$ cat config.mk
export PLATFORM = sky130hd
export DESIGN_NAME = vec_fetch
export DESIGN_NICKNAME = d
export VERILOG_FILES = /design/src/rtl/mos6502_pkg.sv /design/src/rtl/vec_fetch.sv
export SDC_FILE = /design/constraint.sdc
export NUM_CORES = 1
export LEC_CHECK = 0
export BUFFER_PORTS_ARGS = -buffer_cell sky130_fd_sc_hd__buf_4
export CAP_MARGIN = 10
export CORE_UTILIZATION = 45
export DETAILED_ROUTE_END_ITERATION = 16
export PLACE_DENSITY = 0.68
export SLEW_MARGIN = 20
export SYNTH_ARGS = -nofsm -noshare
export SYNTH_HDL_FRONTEND = slang
export SYNTH_SLANG_ARGS = --single-unit
$ cat constraint.sdc
create_clock -name clk -period 4.75 [get_ports clk]
set_input_delay 0.7125 -clock clk [delete_from_list [all_inputs] [get_ports clk]]
set_output_delay 0.7125 -clock clk [all_outputs]
set_load 0.005 [all_outputs]
$ cat src/rtl/mos6502_pkg.sv
// Shared 6502 system constants: vector selects, vector page base and
// helpers that turn a select code into its vector address.
package mos6502_pkg;

   localparam logic [1:0]  VEC_NMI       = 2'b01;
   localparam logic [1:0]  VEC_RESET     = 2'b10;
   localparam logic [1:0]  VEC_IRQ       = 2'b11;
   localparam logic [15:0] VEC_PAGE_BASE = 16'hFFF8;

   // Select code 00 has no vector of its own and behaves as IRQ/BRK.
   function automatic logic [1:0] map_sel(input logic [1:0] sel);
      return (sel == 2'b00) ? VEC_IRQ : sel;
   endfunction

   function automatic logic [15:0] vec_lo_addr(input logic [1:0] sel);
      return VEC_PAGE_BASE | {13'h0000, sel, 1'b0};
   endfunction

endpackage

$ cat src/rtl/vec_fetch.sv
// Reset/interrupt vector fetch sequencer: stalls the core after reset, loads
// the RESET vector, then serves NMI/IRQ vector reads on demand.
module vec_fetch
   import mos6502_pkg::*;
#(
   parameter int DUMMY_CYCLES = 5
) (
   input  logic        clk,
   input  logic        reset_n,
   input  logic        vec_req,
   input  logic [1:0]  vec_sel,
   output logic        vec_busy,
   output logic        mem_rd_en,
   output logic [15:0] mem_addr,
   input  logic [7:0]  mem_rd_data,
   input  logic        mem_rd_valid,
   output logic        vec_valid,
   output logic [15:0] vec_pc,
   output logic        cpu_run
);

   typedef enum logic [2:0] {
      RST_WAIT,
      IDLE,
      LO_REQ,
      LO_WAIT,
      HI_REQ,
      HI_WAIT,
      DONE
   } state_t;

   localparam logic [7:0] LAST_COUNT = 8'(DUMMY_CYCLES - 1);

   state_t      state_reg, state_next;
   logic [7:0]  cnt_reg, cnt_next;
   logic [1:0]  sel_reg, sel_next;
   logic [7:0]  lo_reg, lo_next;
   logic [7:0]  hi_reg, hi_next;
   logic        busy_reg, busy_next;
   logic        rd_en_reg, rd_en_next;
   logic [15:0] addr_reg, addr_next;
   logic        valid_reg, valid_next;
   logic [15:0] pc_reg, pc_next;
   logic        run_reg, run_next;

   always_ff @(posedge clk or negedge reset_n) begin
      if (!reset_n) begin
         state_reg <= RST_WAIT;
         cnt_reg   <= 8'h00;
         sel_reg   <= VEC_RESET;
         lo_reg    <= 8'h00;
         hi_reg    <= 8'h00;
         busy_reg  <= 1'b1;
         rd_en_reg <= 1'b0;
         addr_reg  <= 16'hFFFC;
         valid_reg <= 1'b0;
         pc_reg    <= 16'h0000;
         run_reg   <= 1'b0;
      end else begin
         state_reg <= state_next;
         cnt_reg   <= cnt_next;
         sel_reg   <= sel_next;
         lo_reg    <= lo_next;
         hi_reg    <= hi_next;
         busy_reg  <= busy_next;
         rd_en_reg <= rd_en_next;
         addr_reg  <= addr_next;
         valid_reg <= valid_next;
         pc_reg    <= pc_next;
         run_reg   <= run_next;
      end
   end

   always_comb begin
      state_next = state_reg;
      cnt_next   = cnt_reg;
      sel_next   = sel_reg;
      lo_next    = lo_reg;
      hi_next    = hi_reg;

      case (state_reg)
         RST_WAIT: begin
            if (cnt_reg == LAST_COUNT) begin
               sel_next   = VEC_RESET;
               state_next = LO_REQ;
            end else begin
               cnt_next = cnt_reg + 8'd1;
            end
         end
         IDLE: begin
            if (vec_req && run_reg) begin
               sel_next   = map_sel(vec_sel);
               state_next = LO_REQ;
            end
         end
         LO_REQ:  state_next = LO_WAIT;
         LO_WAIT: begin
            if (mem_rd_valid) begin
               lo_next    = mem_rd_data;
               state_next = HI_REQ;
            end
         end
         HI_REQ:  state_next = HI_WAIT;
         HI_WAIT: begin
            if (mem_rd_valid) begin
               hi_next    = mem_rd_data;
               state_next = DONE;
            end
         end
         DONE:    state_next = IDLE;
         default: state_next = RST_WAIT;
      endcase
   end

   // Outputs are registered from the next state so they line up with the
   // state they describe without any input-to-output combinational path.
   always_comb begin
      rd_en_next = (state_next == LO_REQ) || (state_next == HI_REQ);
      busy_next  = (state_next != IDLE);
      addr_next  = addr_reg;
      if (state_next == LO_REQ) begin
         addr_next = vec_lo_addr(sel_next);
      end else if (state_next == HI_REQ) begin
         addr_next = addr_reg | 16'h0001;
      end
      valid_next = (state_reg == DONE);
      pc_next    = (state_reg == DONE) ? {hi_reg, lo_reg} : pc_reg;
      run_next   = run_reg || ((state_reg == DONE) && (sel_reg == VEC_RESET));
   end

   assign vec_busy  = busy_reg;
   assign mem_rd_en = rd_en_reg;
   assign mem_addr  = addr_reg;
   assign vec_valid = valid_reg;
   assign vec_pc    = pc_reg;
   assign cpu_run   = run_reg;

endmodule

==> out/results.ini, run 1 <==
[run_status]
status = finished, final reports clean

[sta]
tns_ps = 0
holdWs_ps = 429
rsz0062_at_grt = no
fmax_ghz = 0.455
period_needed_ps = 2200
period_share = 0.462
finalSetupViolCount = 0
fin_ws_ps = 2550
fin_worst_skew_ps = 9.59
finalHoldViolCount = 0
tightest_slew_ps = 768
maxSlewViolCount = 0
relSlewSlack = 0.486

[worst_setup_path]
crit_chain = clkinv_1 > nand3_1 > inv_1 > mux2_2
slowest_stage = dfrtp_1
cp.arrival_ps = 2390
crit_path_start_kind = flip-flop
cp_top_family = flip-flops
critical_path_required_ps = 4940
path_buf_inv = 2
criticalPathCategory = flip-flop to flip-flop
cp-end-kind = flip-flop
path_max_fanout = 16
critPathMaxStageDelay_ps = 620
cp.depth = 4
ff2ff_path_depth = 4

[final_layout]
fill_cells = 417
syn2layout_area_growth_pct = 19.0
fin_nets = 252
final_cell_mix = dfrtp_1, buf_4, nand2_1, mux2_2, nor2_1
drive_gt1_frac = 0.376
largest_register_ffs = 16
finalNonFillerCells = 304
diodes = 0

[place]
pre_cts_ws_ps = 2580
routabilityCongestion = 0.724
dp.cells = 296
hpwl_um = 2980
port_buffers = 49

[logic_synthesis]
avgSynthCellArea_um2 = 11.7
syn-instance-count = 200
yosysTopAreaCell = dfrtp_1
yosys-top-cells-area = dfrtp_1, mux2_2, nand2_1, dfstp_2, buf_4
synth_top_family_by_area = simple AND/OR/NAND/NOR gates
synth_fa_ha_area_frac = 0.0107
ys_ff_latch = 53
synth-compound-area-share = 0.0621
synth_edf_count = 0
synth_mux_area_frac = 0.125
async_flop_share = 1.00
synthXorXnorAreaFrac = 0.0187
synth_fp_nets = 216
netlist_area_mm2 = 0.00234
yosysWarnings = 0
synth_top_flop_cell = dfrtp_1
synthSimpleGateAreaFrac = 0.150
ys_types = 43
ys_seq_area_frac = 0.569
yosysTopAreaCellShare = 0.524

[detailed_routing]
drtPass1Iterations = 4
num_vias = 1566
ant_nets = 0
finalWirelength_um = 4310
wire_per_inst_um = 14.2
drtIter0Drc = 73
drcViolationCount = 0
viasPerCell = 5.15

[die]
fp.dieW_um = 74.1
die_y_um = 74.1
dieArea_mm2 = 0.00549
row_count = 25
core_mm2 = 0.00485
start_util = 0.482
ioPinCount = 50

[global_route]
antenna_found_initial = 0
grt_max_degree = 54
grt_usage = 0.174
grt_pass1_wl_um = 7110
grt_overflow = 0
grt_pass1_vias = 1464

[cts]
cts_sinks = 53
cts_buffers = 5
cts_tree = done
postCtsSetupBuffers = 0
clk_pin_slew_worst_paths_ps = 100
htreeDepth = 2
cts-resized-gates = 0
clk_latency_ps = 300
cts_root_buffer = clkbuf_8
cts_hold_buffers = 0
clock_path_buffers = 2

[pwr]
total_power_mw = 1.77
ir_drop_mv = 0.293
static-leakage-power_nw = 1.36
p_per_area_mw_per_mm2 = 635

[min_path]
hold_path.class = input pin to async pin

[flow_run]
cap_violations = 0

==> per-stage QoR <==
step / cell area [µm²] / util
global placement: 2670 / 0.550
detailed placement: 2670 / 0.550
floorplan: 2340 / -
CTS: 2780 / 0.574
finish: 2780 / 0.574
global route: 2780 / 0.574
==> cell usage after synthesis, types with 3 or more instances <==
master / number
buf_2: 4
buf_4: 12
clkbuf_1: 4
dfrtp_1: 49
dfstp_2: 4
inv_1: 6
mux2_2: 24
nand2_1: 31
nand3_1: 4
nor2_1: 8
o211ai_1: 4
o21ai_0: 4
or3_1: 3
xnor2_1: 3
==> area by class of cell <==
cell class / instances / area, µm² / share of cell area
multi-input cells: 120 / 856 / 0.307
well taps: 67 / 83.8 / 0.0301
repair buffers: 49 / 368 / 0.132
clock buffers: 5 / 68.8 / 0.0247
inverters: 7 / 26.3 / 0.00944
clock inverters: 3 / 50.0 / 0.0180
flip-flops and latches: 53 / 1330 / 0.478
==> layer usage <==
metal / routed length (µm) / up-vias / GRT usage
met5: 0 / - / 0
met4: 29 / 0 / 0.0577
met3: 200 / 2 / 0.0528
met2: 2060 / 37 / 0.273
met1: 2020 / 772 / 0.232
li1: - / 755 / -
==> final timing paths <==
path	to	slack [ps]	from
max	vec_pc[1]	2550	state_reg[0]
min	cnt_reg[7]	430	reset_n
max reg2reg	vec_pc[1]	2550	state_reg[0]
min reg2reg	cnt_reg[7]	470	cnt_reg[7]
max in group asynchronous	cpu_run	3880	reset_n
min in group clk	cnt_reg[7]	470	cnt_reg[7]
==> cell families (layout without fill, tap and decap cells) <==
group / count (synthesis) / count (layout)
adders and majority gates: 2 / 2
muxes: 26 / 26
xor gates and xnor gates: 5 / 5
AOI/OAI and AO/OA: 20 / 20
buffers and inverters: 27 / 64
DFF: 53 / 53
and+or+nand+nor: 67 / 67
==> report_power, final <==
| group | leakage, nW | switching [mW] | internal (mW) |
|---|---|---|---|
| clock network | 0.0603 | 0.154 | 0.162 |
| logic | 0.644 | 0.262 | 0.369 |
| registers | 0.655 | 0.165 | 0.656 |
Note: power is estimated with default switching activity, not from simulation.
==> run 2: changes to the inputs <==
- ABC_AREA: default -> 1
- PLACE_DENSITY: 0.68 -> 0.7
- clock period: 4.75 -> 1.9 ns (I/O delays scaled with it)
==> out/results.ini, run 2 <==
[place]
routabilityCongestion = 0.728
dp.cells = 379
hpwl_um = 3330
port_buffers = 49

[pwr]
combPwrFrac = 0.366
internal-power_mw = 2.55
ir_drop_mv = 0.731
seqPwrFrac = 0.480
p_per_area_mw_per_mm2 = 1410
p_clk_frac = 0.153
p_sw_frac = 0.370
total_power_mw = 4.04
static-leakage-power_nw = 1.54
p_sw_mw = 1.49

[die]
fp.dieW_um = 76.6
ioPinCount = 50
die_y_um = 76.6
core_mm2 = 0.00524
dieArea_mm2 = 0.00586
row_count = 26
start_util = 0.478

[flow_run]
cap_violations = 0

[detailed_routing]
drtPass1Iterations = 4
ant_nets = 0
num_vias = 1802
wire_per_inst_um = 11.9
drcViolationCount = 0
viasPerCell = 4.66
drtIter0Drc = 69
finalWirelength_um = 4600

[final_layout]
fin_nets = 332
finalNonFillerCells = 387
diodes = 0
drive_gt1_frac = 0.262
final_cell_mix = nand2_1, buf_4, dfrtp_1, inv_1, o21ai_0
final_common_cell = nand2_1
largest_register_ffs = 16
syn2layout_area_growth_pct = 15.0
fin_util = 0.549

[logic_synthesis]
synth_edf_count = 0
ys_types = 27
netlist_area_mm2 = 0.00250
synth_fp_nets = 296
synth_top_flop_cell = dfrtp_1
yosys-top-cells-count = nand2_1, dfrtp_1, inv_1
yosysTopAreaCell = dfrtp_1
yosysWarnings = 0
syn-instance-count = 280
async_flop_share = 1.00
synth_most_common_cell = nand2_1
ys_seq_area_frac = 0.532
ys_ff_latch = 53
avgSynthCellArea_um2 = 8.93
yosysTopAreaCellShare = 0.490
yosys-top-cells-area = dfrtp_1, nand2_1, dfstp_2, o21ai_0, buf_4

[cts]
cts_buffers = 5
htreeDepth = 2
cts_tree = done
cts_hold_buffers = 0
postCtsSetupBuffers = 0
cts_root_buffer = clkbuf_8
cts_sinks = 53
clk_latency_ps = 310
clock_path_buffers = 2
cts-resized-gates = 0
clk_pin_slew_worst_paths_ps = 90

[worst_setup_path]
ff2ff_path_depth = 4
r2r_start = state_reg[2]
path_max_fanout = 15
setup.worst_path.start = state_reg[2]
crit_path_start_kind = flip-flop
critical_path_required_ps = 2090
criticalPathCategory = flip-flop to flip-flop
cp-end-kind = flip-flop
cp.arrival_ps = 1610

[sta]
rsz0062_at_grt = no
finalSetupViolCount = 0
fmax_ghz = 0.703
fin_worst_skew_ps = 6.92
finalHoldViolCount = 0
maxSlewViolCount = 0
tns_ps = 0
relSlewSlack = 0.570
period_needed_ps = 1420
tightest_slew_ps = 645
period_share = 0.749

[global_route]
grt_usage = 0.174
grt_use_met2 = 0.252
use_met3 = 0.0479
antenna_found_initial = 0
grt_max_degree = 54
gr-max-usage-layer = met2
grt_pass1_wl_um = 7990
grt_overflow = 0
grt_pass1_vias = 1684
grt_use_met1 = 0.250

[run_status]
status = finished, final reports clean

[min_path]
hold_path.class = input pin to async pin

-- run 2: power by group through the flow --
stage	Sequential, mW	Combinational [mW]	Clock [mW]
3_5_place_dp	1.96	1.50	0
4_1_cts	1.94	1.51	0.646
5_1_grt	2.00	1.71	0.696
6_report	1.94	1.48	0.620
2_1_floorplan	1.85	1.08	0
3_3_place_gp	1.95	1.46	0
-- run 2: layout make-up --
cell class / count / area, µm²
clock buffers: 6 / 72.6
clock inverters: 2 / 13.8
fillers: 495 / 2360
inverters: 31 / 116
multi-input cells: 175 / 878
flip-flops and latches: 53 / 1330
well taps: 70 / 87.6
repair buffers: 50 / 375
-- run 2: cell families after synthesis --
group           Yosys count  synth area share
simple gates            143             0.264
buf+inv                  52             0.117
compound gates           26            0.0635
xor+xnor                  4            0.0140
fa+ha+maj                 2            0.0100
flops                    53             0.532
-- run 2: path summary, 6_finish.rpt --
| path | slack [ps] | endpoint |
|---|---|---|
| setup reg to reg | 480 | vec_pc[11] |
| min in group clk | 200 | hi_reg[5] |
| max in group asynchronous | 1470 | vec_pc[9] |
| setup / recovery | 480 | vec_pc[11] |
| hold / removal | 7 | cnt_reg[5] |
| hold reg to reg | 470 | mem_addr[2] |
-- run 2: metal layers --
metal / part of all wire / wire length [µm] / up-vias
li1: - / - / 929
met1: 0.49 / 2260 / 814
met2: 0.44 / 2020 / 52
met3: 0.058 / 265 / 7
met4: 0.013 / 59 / 0
met5: 0 / 0 / -
-- run 2: critical path, stage by stage (launching register included) --
cell and delay, ps:
dfrtp_1 580, nand3_2 310, buf_4 280, nand2_1 60, o21ai_0 70
-- run 2: metrics by stage --
stage | worst slack [ps] | hold WS, ps | area, µm²
2_1_floorplan | 632 | -10.6 | 2500
3_3_place_gp | 502 | 362 | 2790
3_5_place_dp | 469 | 364 | 2790
4_1_cts | 464 | 26.2 | 2880
5_1_grt | 315 | 50.4 | 2880
6_report | 477 | 6.89 | 2880
==> run 3: changes to the inputs <==
- ABC_AREA: 1 -> 0
- PLACE_DENSITY: 0.7 -> 0.71
- clock period: 1.9 -> 1.21 ns (I/O delays scaled with it)
==> out/results.ini, run 3 (synthesized netlist as in run 1, its figures left out) <==
[run_status]
status = complete, but fails checks
violations = negative setup slack

[cts]
htreeDepth = 2
cts_buffers = 5
clk_latency_ps = 300
cts_tree = done
clk_pin_slew_worst_paths_ps = 100
clock_path_buffers = 2
cts_root_buffer = clkbuf_8
cts_sinks = 53

[final_layout]
final_common_cell = buf_4
fin_nets = 296
diodes = 0
largest_register_ffs = 16
stdcell_area_mm2 = 0.00340
drive_gt1_frac = 0.527
final_cell_mix = buf_4, dfrtp_1, nand2_1, buf_6, mux2_2
syn2layout_area_growth_pct = 45.2
seq_area_mm2 = 0.00133
fill_cells = 364
fin_util = 0.700
multi_input_area_um2 = 996

[sta]
rsz0062_at_grt = yes
fin_ws_ps = -487
period_share = 1.40
tightest_slew_ps = 361
maxSlewViolCount = 0
period_needed_ps = 1700
relSlewSlack = 0.756
holdWs_ps = 73.6
finalHoldViolCount = 0
tns_ps = -9870
fmax_ghz = 0.589
finalSetupViolCount = 63
fin_worst_skew_ps = 4.55

[worst_setup_path]
slowest_stage = or4_4
cp_top_family = simple AND/OR/NAND/NOR gates
cp.arrival_ps = 1890
critPathMaxStageDelay_ps = 560
r2r_start = cnt_reg[4]
cp-end-kind = flip-flop
path_max_fanout = 4
criticalPathCategory = flip-flop to flip-flop
setup.worst_path.start = cnt_reg[4]
path_buf_inv = 0
crit_chain = or4_4 > o211ai_1 > mux2_4
crit_path_start_kind = flip-flop
critical_path_required_ps = 1410

[die]
core_mm2 = 0.00485
ioPinCount = 50
die_y_um = 74.1
row_count = 25
fp.dieW_um = 74.1
dieArea_mm2 = 0.00549
start_util = 0.482

[pwr]
ir_drop_mv = 1.14
static-leakage-power_nw = 1.69
total_power_mw = 8.62
p_per_area_mw_per_mm2 = 2540

[place]
port_buffers = 49
routabilityCongestion = 0.851
hpwl_um = 3780
placed_area_mm2 = 0.00306

[global_route]
antenna_found_initial = 0
grt_pass1_wl_um = 8400
grt_overflow = 0
grt_max_degree = 24
grt_pass1_vias = 1752
grt_usage = 0.207

[detailed_routing]
drcViolationCount = 0
wire_per_inst_um = 15.4
num_vias = 1761
finalWirelength_um = 5340
drtPass1Iterations = 4
ant_nets = 0
drtIter0Drc = 70
viasPerCell = 5.06

[flow_run]
cap_violations = 0

[min_path]
hold_path.class = input pin to flip-flop
holdCritStartpoint = mem_rd_data[7]

[run 3: cell count changes in the layout (fill, tap and decap cells not counted), moves of 5 or more]
cell,change
buf_6,+19
buf_4,+17
nand2_1,-71
inv_1,-21
inv_2,-5
mux2_4,+12
o21ai_0,-19
mux2_2,+13
nand3_1,-14
[run 3: metal layers]
| metal | part of all wire | GRT usage |
|---|---|---|
| met1 | 0.45 | 0.268 |
| met2 | 0.51 | 0.356 |
| met3 | 0.039 | 0.0434 |
| met4 | 0.0094 | 0.0513 |
| met5 | 0 | 0 |
[run 3: what timing repair did]
item                       in CTS  in global routing
cloned                          0                  1
hold buffers                    1                  0
hold endpoints to repair       34                  0
pin swaps                       7                  5
setup endpoints to repair      64                 64
buffers inserted                8                  2
resized for setup              29                 11
[run 3: metrics by stage]
step	worst slack [ps]	cells
finish	-487	348
global route	-532	348
CTS	-473	347
detailed placement	-529	331
global placement	-479	331
floorplan	-503	200
[run 3: worst paths after layout]
kind,to,slack (ps),depth (start not counted)
max,cnt_reg[1],-490,3
min,lo_reg[7],70,3
max reg2reg,cnt_reg[1],-490,3
min reg2reg,lo_reg[4],480,2
max in group asynchronous,mem_addr[14],390,3
min in group asynchronous,cnt_reg[2],280,2
[run 3: power by group]
part	total, mW	internal [mW]	switching, mW	leakage, nW
registers	3.10	2.58	0.518	0.654
logic	4.32	2.60	1.72	0.977
clock network	1.21	0.620	0.590	0.0543
[run 3: final cells by class]
cell class	count	share of cell area
sequential	53	0.392
inverter	7	0.0122
tap	67	0.0247
clock inverter	3	0.0136
multi-input combinational	120	0.293
timing repair buffer	93	0.244
clock buffer	5	0.0203
[run 3: worst register-to-register path, stage by stage (launching register included)]
cell and delay (ps):
dfrtp_1 390, or4_4 560, o211ai_1 300, mux2_4 340
